===== config.mk =====
export PLATFORM = sky130hd
export DESIGN_NAME = servo_sequencer
export DESIGN_NICKNAME = d
export VERILOG_FILES = /design/src/rtl/servo_sequencer.sv
export SDC_FILE = /design/constraint.sdc
export NUM_CORES = 1
export LEC_CHECK = 0
export CAP_MARGIN = 10
export CORE_UTILIZATION = 35
export CTS_CLUSTER_DIAMETER = 120
export DETAILED_ROUTE_END_ITERATION = 8
export PLACE_DENSITY = 0.61
export SLEW_MARGIN = 0
export SYNTH_ARGS = -nofsm -noshare
export SYNTH_HDL_FRONTEND = slang
export SYNTH_SLANG_ARGS = --single-unit

===== constraint.sdc =====
create_clock -name clk -period 6.1 [get_ports clk]
set_clock_uncertainty 0.15 [all_clocks]
set_input_delay 1.22 -clock clk [delete_from_list [all_inputs] [get_ports clk]]
set_output_delay 1.22 -clock clk [all_outputs]
set_load 0.01 [all_outputs]

===== src/rtl/servo_sequencer.sv =====
// Four-joint servo position sequencer: accepts per-joint targets and slews each
// joint toward its target in bounded steps once per servo frame.
module servo_sequencer #(
  parameter int STEP_TICKS = 1_000_000,
  parameter int STEP_SIZE  = 5,
  parameter int HOME_POS   = 50
) (
  input  logic        clk,
  input  logic        rst,
  input  logic        enable,
  input  logic        halt,
  input  logic        cmd_valid,
  output logic        cmd_ready,
  input  logic [1:0]  cmd_joint,
  input  logic [6:0]  cmd_pos,
  output logic        cmd_err,
  output logic [3:0]  pwm_en,
  output logic [27:0] pos_bus,
  output logic        busy,
  output logic        done,
  output logic [1:0]  state_dbg
);

  localparam int CW = (STEP_TICKS > 1) ? $clog2(STEP_TICKS) : 1;
  localparam logic [CW-1:0] LAST = CW'(STEP_TICKS - 1);
  localparam logic signed [7:0] SS = 8'(STEP_SIZE);

  typedef enum logic [1:0] {
    S_DISABLED = 2'd0,
    S_IDLE     = 2'd1,
    S_MOVING   = 2'd2,
    S_HALTED   = 2'd3
  } state_t;

  state_t        state, state_nx;
  logic [6:0]    pos [4];
  logic [6:0]    tgt [4];
  logic [6:0]    pos_nx [4];
  logic [6:0]    tgt_nx [4];
  logic [CW-1:0] cnt, cnt_nx;
  logic          accept, legal, tick, done_nx, all_eq;

  // One step toward t, never past it; the difference is taken as 8-bit signed.
  function automatic logic [6:0] step_to(input logic [6:0] p, input logic [6:0] t);
    logic signed [7:0] d;
    d = $signed({1'b0, t}) - $signed({1'b0, p});
    if (d > SS)       return p + 7'(STEP_SIZE);
    else if (d < -SS) return p - 7'(STEP_SIZE);
    else              return t;
  endfunction

  // Handshake: a command transfers on any edge where cmd_valid && cmd_ready;
  // cmd_ready is registered and high only in IDLE and MOVING, and valid never waits on ready.
  always_comb begin
    accept   = cmd_valid && cmd_ready;
    legal    = (cmd_pos <= 7'd100);
    tick     = (state == S_MOVING) && (cnt == LAST);
    state_nx = state;
    cnt_nx   = '0;
    done_nx  = 1'b0;
    all_eq   = 1'b1;
    for (int j = 0; j < 4; j++) begin
      pos_nx[j] = pos[j];
      tgt_nx[j] = (accept && legal && cmd_joint == 2'(j)) ? cmd_pos : tgt[j];
    end
    if (!enable) begin
      state_nx = S_DISABLED;
      for (int j = 0; j < 4; j++) tgt_nx[j] = pos[j];
    end else begin
      case (state)
        S_DISABLED: state_nx = S_IDLE;
        S_IDLE: begin
          if (halt) begin
            state_nx = S_HALTED;
            for (int j = 0; j < 4; j++) tgt_nx[j] = pos[j];
          end else if (accept && legal && cmd_pos != pos[cmd_joint]) begin
            state_nx = S_MOVING;
          end
        end
        S_MOVING: begin
          if (halt) begin
            state_nx = S_HALTED;
            for (int j = 0; j < 4; j++) tgt_nx[j] = pos[j];
          end else begin
            cnt_nx = tick ? '0 : cnt + CW'(1);
            if (tick) begin
              // A joint being retargeted on this tick sits the step out.
              for (int j = 0; j < 4; j++) begin
                if (!(accept && cmd_joint == 2'(j))) pos_nx[j] = step_to(pos[j], tgt[j]);
                if (pos_nx[j] != tgt_nx[j]) all_eq = 1'b0;
              end
              if (all_eq) begin
                state_nx = S_IDLE;
                done_nx  = 1'b1;
              end
            end
          end
        end
        S_HALTED: if (!halt) state_nx = S_IDLE;
        default:  state_nx = S_DISABLED;
      endcase
    end
  end

  always_ff @(posedge clk) begin
    if (!rst) begin
      state     <= S_DISABLED;
      cnt       <= '0;
      for (int j = 0; j < 4; j++) begin
        pos[j] <= 7'(HOME_POS);
        tgt[j] <= 7'(HOME_POS);
      end
      pwm_en    <= 4'h0;
      cmd_ready <= 1'b0;
      cmd_err   <= 1'b0;
      busy      <= 1'b0;
      done      <= 1'b0;
    end else begin
      state     <= state_nx;
      cnt       <= cnt_nx;
      pos       <= pos_nx;
      tgt       <= tgt_nx;
      pwm_en    <= (state_nx == S_DISABLED) ? 4'h0 : 4'hF;
      cmd_ready <= (state_nx == S_IDLE) || (state_nx == S_MOVING);
      cmd_err   <= accept && !legal;
      busy      <= (state_nx == S_MOVING);
      done      <= done_nx;
    end
  end

  assign pos_bus   = {pos[3], pos[2], pos[1], pos[0]};
  assign state_dbg = state;

endmodule


==> summary.md <==
| Metric | Value |
|---|---|
| Initial Util | 0.355 |
| Largest net degree at the start of global routing | 25 |
| Total CTS buffers | 9 |
| First drt pass iteration count | 5 |
| Post-synthesis sequential area ratio | 0.180 |
| Fmax | 175 MHz |
| CP Capture Type | flop |
| Placed insts | between 1,500 and 2,000 |
| Final setup viols | 0 |
| RSZ-0062 raised after global routing | no |
| Share of layout cells above drive strength 1 | 0.122 |
| Avg Vias per Cell | around 6.2 |
| Final period utilization | 0.938 |
| Hold Fails Final Rpt | 0 |
| Insertion delay to the later sink of the worst-skew pair | between 0.3 and 0.4 ns |
| Worst rel slew slack | 0.341 |
| CTS clk-pin slew, worst paths | about 0.080 ns |
| Synth Area per Inst | about 7.4 µm² |
| MaxCap Viol Count | 0 |
| Synth area leaders | dfxtp_1, ha_1, nor2_1 |
| Syn nets | 1,315 |
| Remaining DRCs | 0 |
| GP Congestion | 0.978 |
| Via count | about 10,000 |
| Routed Antenna Nets | 0 |
| Clock root cell | clkbuf_16 |
| Count of pins over their slew limit | 0 |
| Number of fill cells | between 2,000 and 3,000 |
| Gates resized, CTS repair | 0 |
| Synth cell types | 98 |
| Number of buffers added on ports | 51 |
| DR iter-0 viols | approximately 950 |
| CP Max Fanout | 8 |
| N_diodes | 0 |
| CP peak stage delay | 0.58 ns |
| Cell Chain, Critical Path | clkdlybuf4s50_1 > buf_4 > buf_4 > o211ai_1 > o211ai_4 > mux2i_1 > xnor2_1 > a311o_1 > a221oi_1 > o2111ai_1 > nor4bb_1 > nand4_1 > a2111oi_0 > buf_4 > and3_2 > o221ai_1 > ha_1 > and2_1 |
| Worst VDD drop | roughly 0.00012 V |
| Power per cell area | between 150 and 200 mW/mm² |
| DR WL/cell | about 21 µm |
| PnR worst setup slack | 0.376 ns |
| Startpoint Class | input port |
| Leak pwr | 4.23 nW |
| Area Growth Syn to Fin | 18.3% |
| TritonCTS Sinks | just over 80 |
| Tmin final | roughly 5.7 ns |
| Top cell type's share of synthesized area | 0.180 |
| Slew @ Worst Pin | around 0.99 ns |
| Critical path class | input port to flop |
| CP Buf/Inv Count | 4 |
| Ports | between 50 and 60 |
| Post-Syn Area | a little over 0.009 mm² |
| YS warnings | 0 |
| Cell taking the most area after synthesis | dfxtp_1 |
| Fraction of registers with async set/reset | 0 |
| Non-filler cells, final | 1,675 |
| Arr. time, crit path | a little under 6 ns |
| Nets | 1,397 |
| Outcome | finished clean |
| Setup TNS | 0 ns |
| Die Wd | about 160 µm |
| Initial antenna violation count | 0 |
| H-tree levels | 3 |
| CP dominant cell by count | buf_4 |
| Total die area | approximately 0.027 mm² |
| Number of global-route vias before repair | 9,681 |
| Worst Hold Class | flop to flop |
| Chip Height | ~160 µm |
| Most common flop cell mapped by yosys | dfxtp_1 |
| Pre-CTS setup slack | 0.0743 ns |
| CTS tree | yes |
| Row count | between 50 and 60 |
| HPWL after DPL | between 20,000 and 30,000 µm |
| Post-synthesis cell count | around 1,300 |
| Worst path slowest cell | clkdlybuf4s50_1 |
| Worst Hold Slack | between 0.3 and 0.4 ns |
| Hold buffer count at CTS | 0 |
| Gr usage total | 0.268 |
| R2r setup slk | a little over 0.6 ns |
| GR Overflow Total | 0 |
| Post-CTS Setup Inserts | 0 |
| Max Root-Sink Buffers | 2 |
| Number of synthesized flops with an enable pin | 0 |
| First-pass GRT wire length | ~56,000 µm |
| Top delay family on crit path | compound AO/OA/AOI/OAI gates |
| Worst path required time | ~6.2 ns |
| FF+latch count, synth | 83 |
| Core ar. | around 0.026 mm² |
| Routed wire length | between 30,000 and 40,000 µm |
[power breakdown]
part	switching, mW	internal, mW	leakage, nW
clock network	0.287	0.294	0.151
registers	0.0240	0.553	0.675
logic	0.358	0.242	3.40
total	0.670	1.09	4.23
[metal layers]
layer / wire (µm) / part of all wire / GRT usage
met1: 16200 / 0.45 / 0.364
met2: 15800 / 0.44 / 0.416
met3: 2730 / 0.076 / 0.0465
met4: 1270 / 0.035 / 0.115
met5: 0 / 0 / 0
[path summary, 6_finish.rpt]
check                                  from   endpoint  depth (start not counted)
worst max register to register  pos_bus[12]  cmd_ready                         19
worst min register to register       cnt[0]     cnt[0]                          1
worst min-delay path                 cnt[0]     cnt[0]                          1
worst max-delay path             cmd_pos[3]  cmd_ready                         18
[cell usage in the layout, fill, tap and decap left out, types with 10 or more instances in the layout]
master and count:
xnor2_1 46, or4_1 10, o2111ai_1 16, a211oi_1 30, xor2_1 19, and3_1 18, a21o_1 11, buf_4 102
nor4_1 19, o21a_1 15, nor2_1 146, nand2_1 115, dfxtp_1 83, or3_1 14, a31oi_1 10, clkdlybuf4s50_1 51
nor2b_1 15, o22ai_1 16, nand4_1 13, o311ai_0 10, nor3_1 36, o221ai_1 12, a21oi_1 60, nand3_1 46
o211ai_1 35, inv_1 54, mux2i_1 31, o21ai_0 42, and2_1 15, ha_1 44
[layout make-up]
type / count / area (µm²) / share of cell area
clock buffers: 9 / 225 / 0.0207
repair buffers: 155 / 1320 / 0.121
inverters: 58 / 218 / 0.0200
multi-input cells: 1028 / 6980 / 0.640
clock inverters: 7 / 78.8 / 0.00724
flip-flops and latches: 83 / 1660 / 0.153
well taps: 335 / 419 / 0.0385
[sequential cells by signal (all words and copies together) (netlist names)]
name,cells
state_dbg,2
cmd_err,1
cnt,20
pos_bus,28
done,1
tgt,28
busy,1
cmd_ready,1
pwm_en,1
[Yosys cell counts, types with 9 or more instances]
library cell	n
o211ai_1	35
ha_1	44
a21o_1	11
o221ai_1	12
nor4_1	19
o311ai_0	10
nand3_1	46
inv_1	54
dfxtp_1	83
xnor2_1	46
a211oi_1	30
o21ai_0	42
clkbuf_1	62
xor2_1	19
o22ai_1	16
o21a_1	15
nor2_1	146
or3_1	14
o2111ai_1	16
or4_1	10
and2_1	15
a21oi_1	60
buf_2	14
a22oi_1	9
nor3_1	36
a31oi_1	10
mux2i_1	31
and3_1	18
nand2_1	115
nor2b_1	15
nand4_1	13
[kinds of logic (layout without fill, tap and decap cells)]
group | count (synthesis) | after routing | share of synthesized area
XOR/XNOR | 65 | 65 | 0.0618
buffers and inverters | 142 | 229 | 0.0622
AND/OR/NAND/NOR | 506 | 506 | 0.279
AO/OA/AOI/OAI | 362 | 362 | 0.287
multiplexers | 47 | 47 | 0.0618
adder cells (fa/ha/maj) | 48 | 48 | 0.0685
flip-flops | 83 | 83 | 0.180
[per-stage QoR]
step,util,cell area [µm²],power (mW)
floorplan,-,9210,0.978
global placement,0.409,10600,1.17
detailed placement,0.409,10600,1.17
CTS,0.420,10900,1.75
global route,0.420,10900,1.84
finish,0.420,10900,1.76
Power figures use the tool's default switching activity.
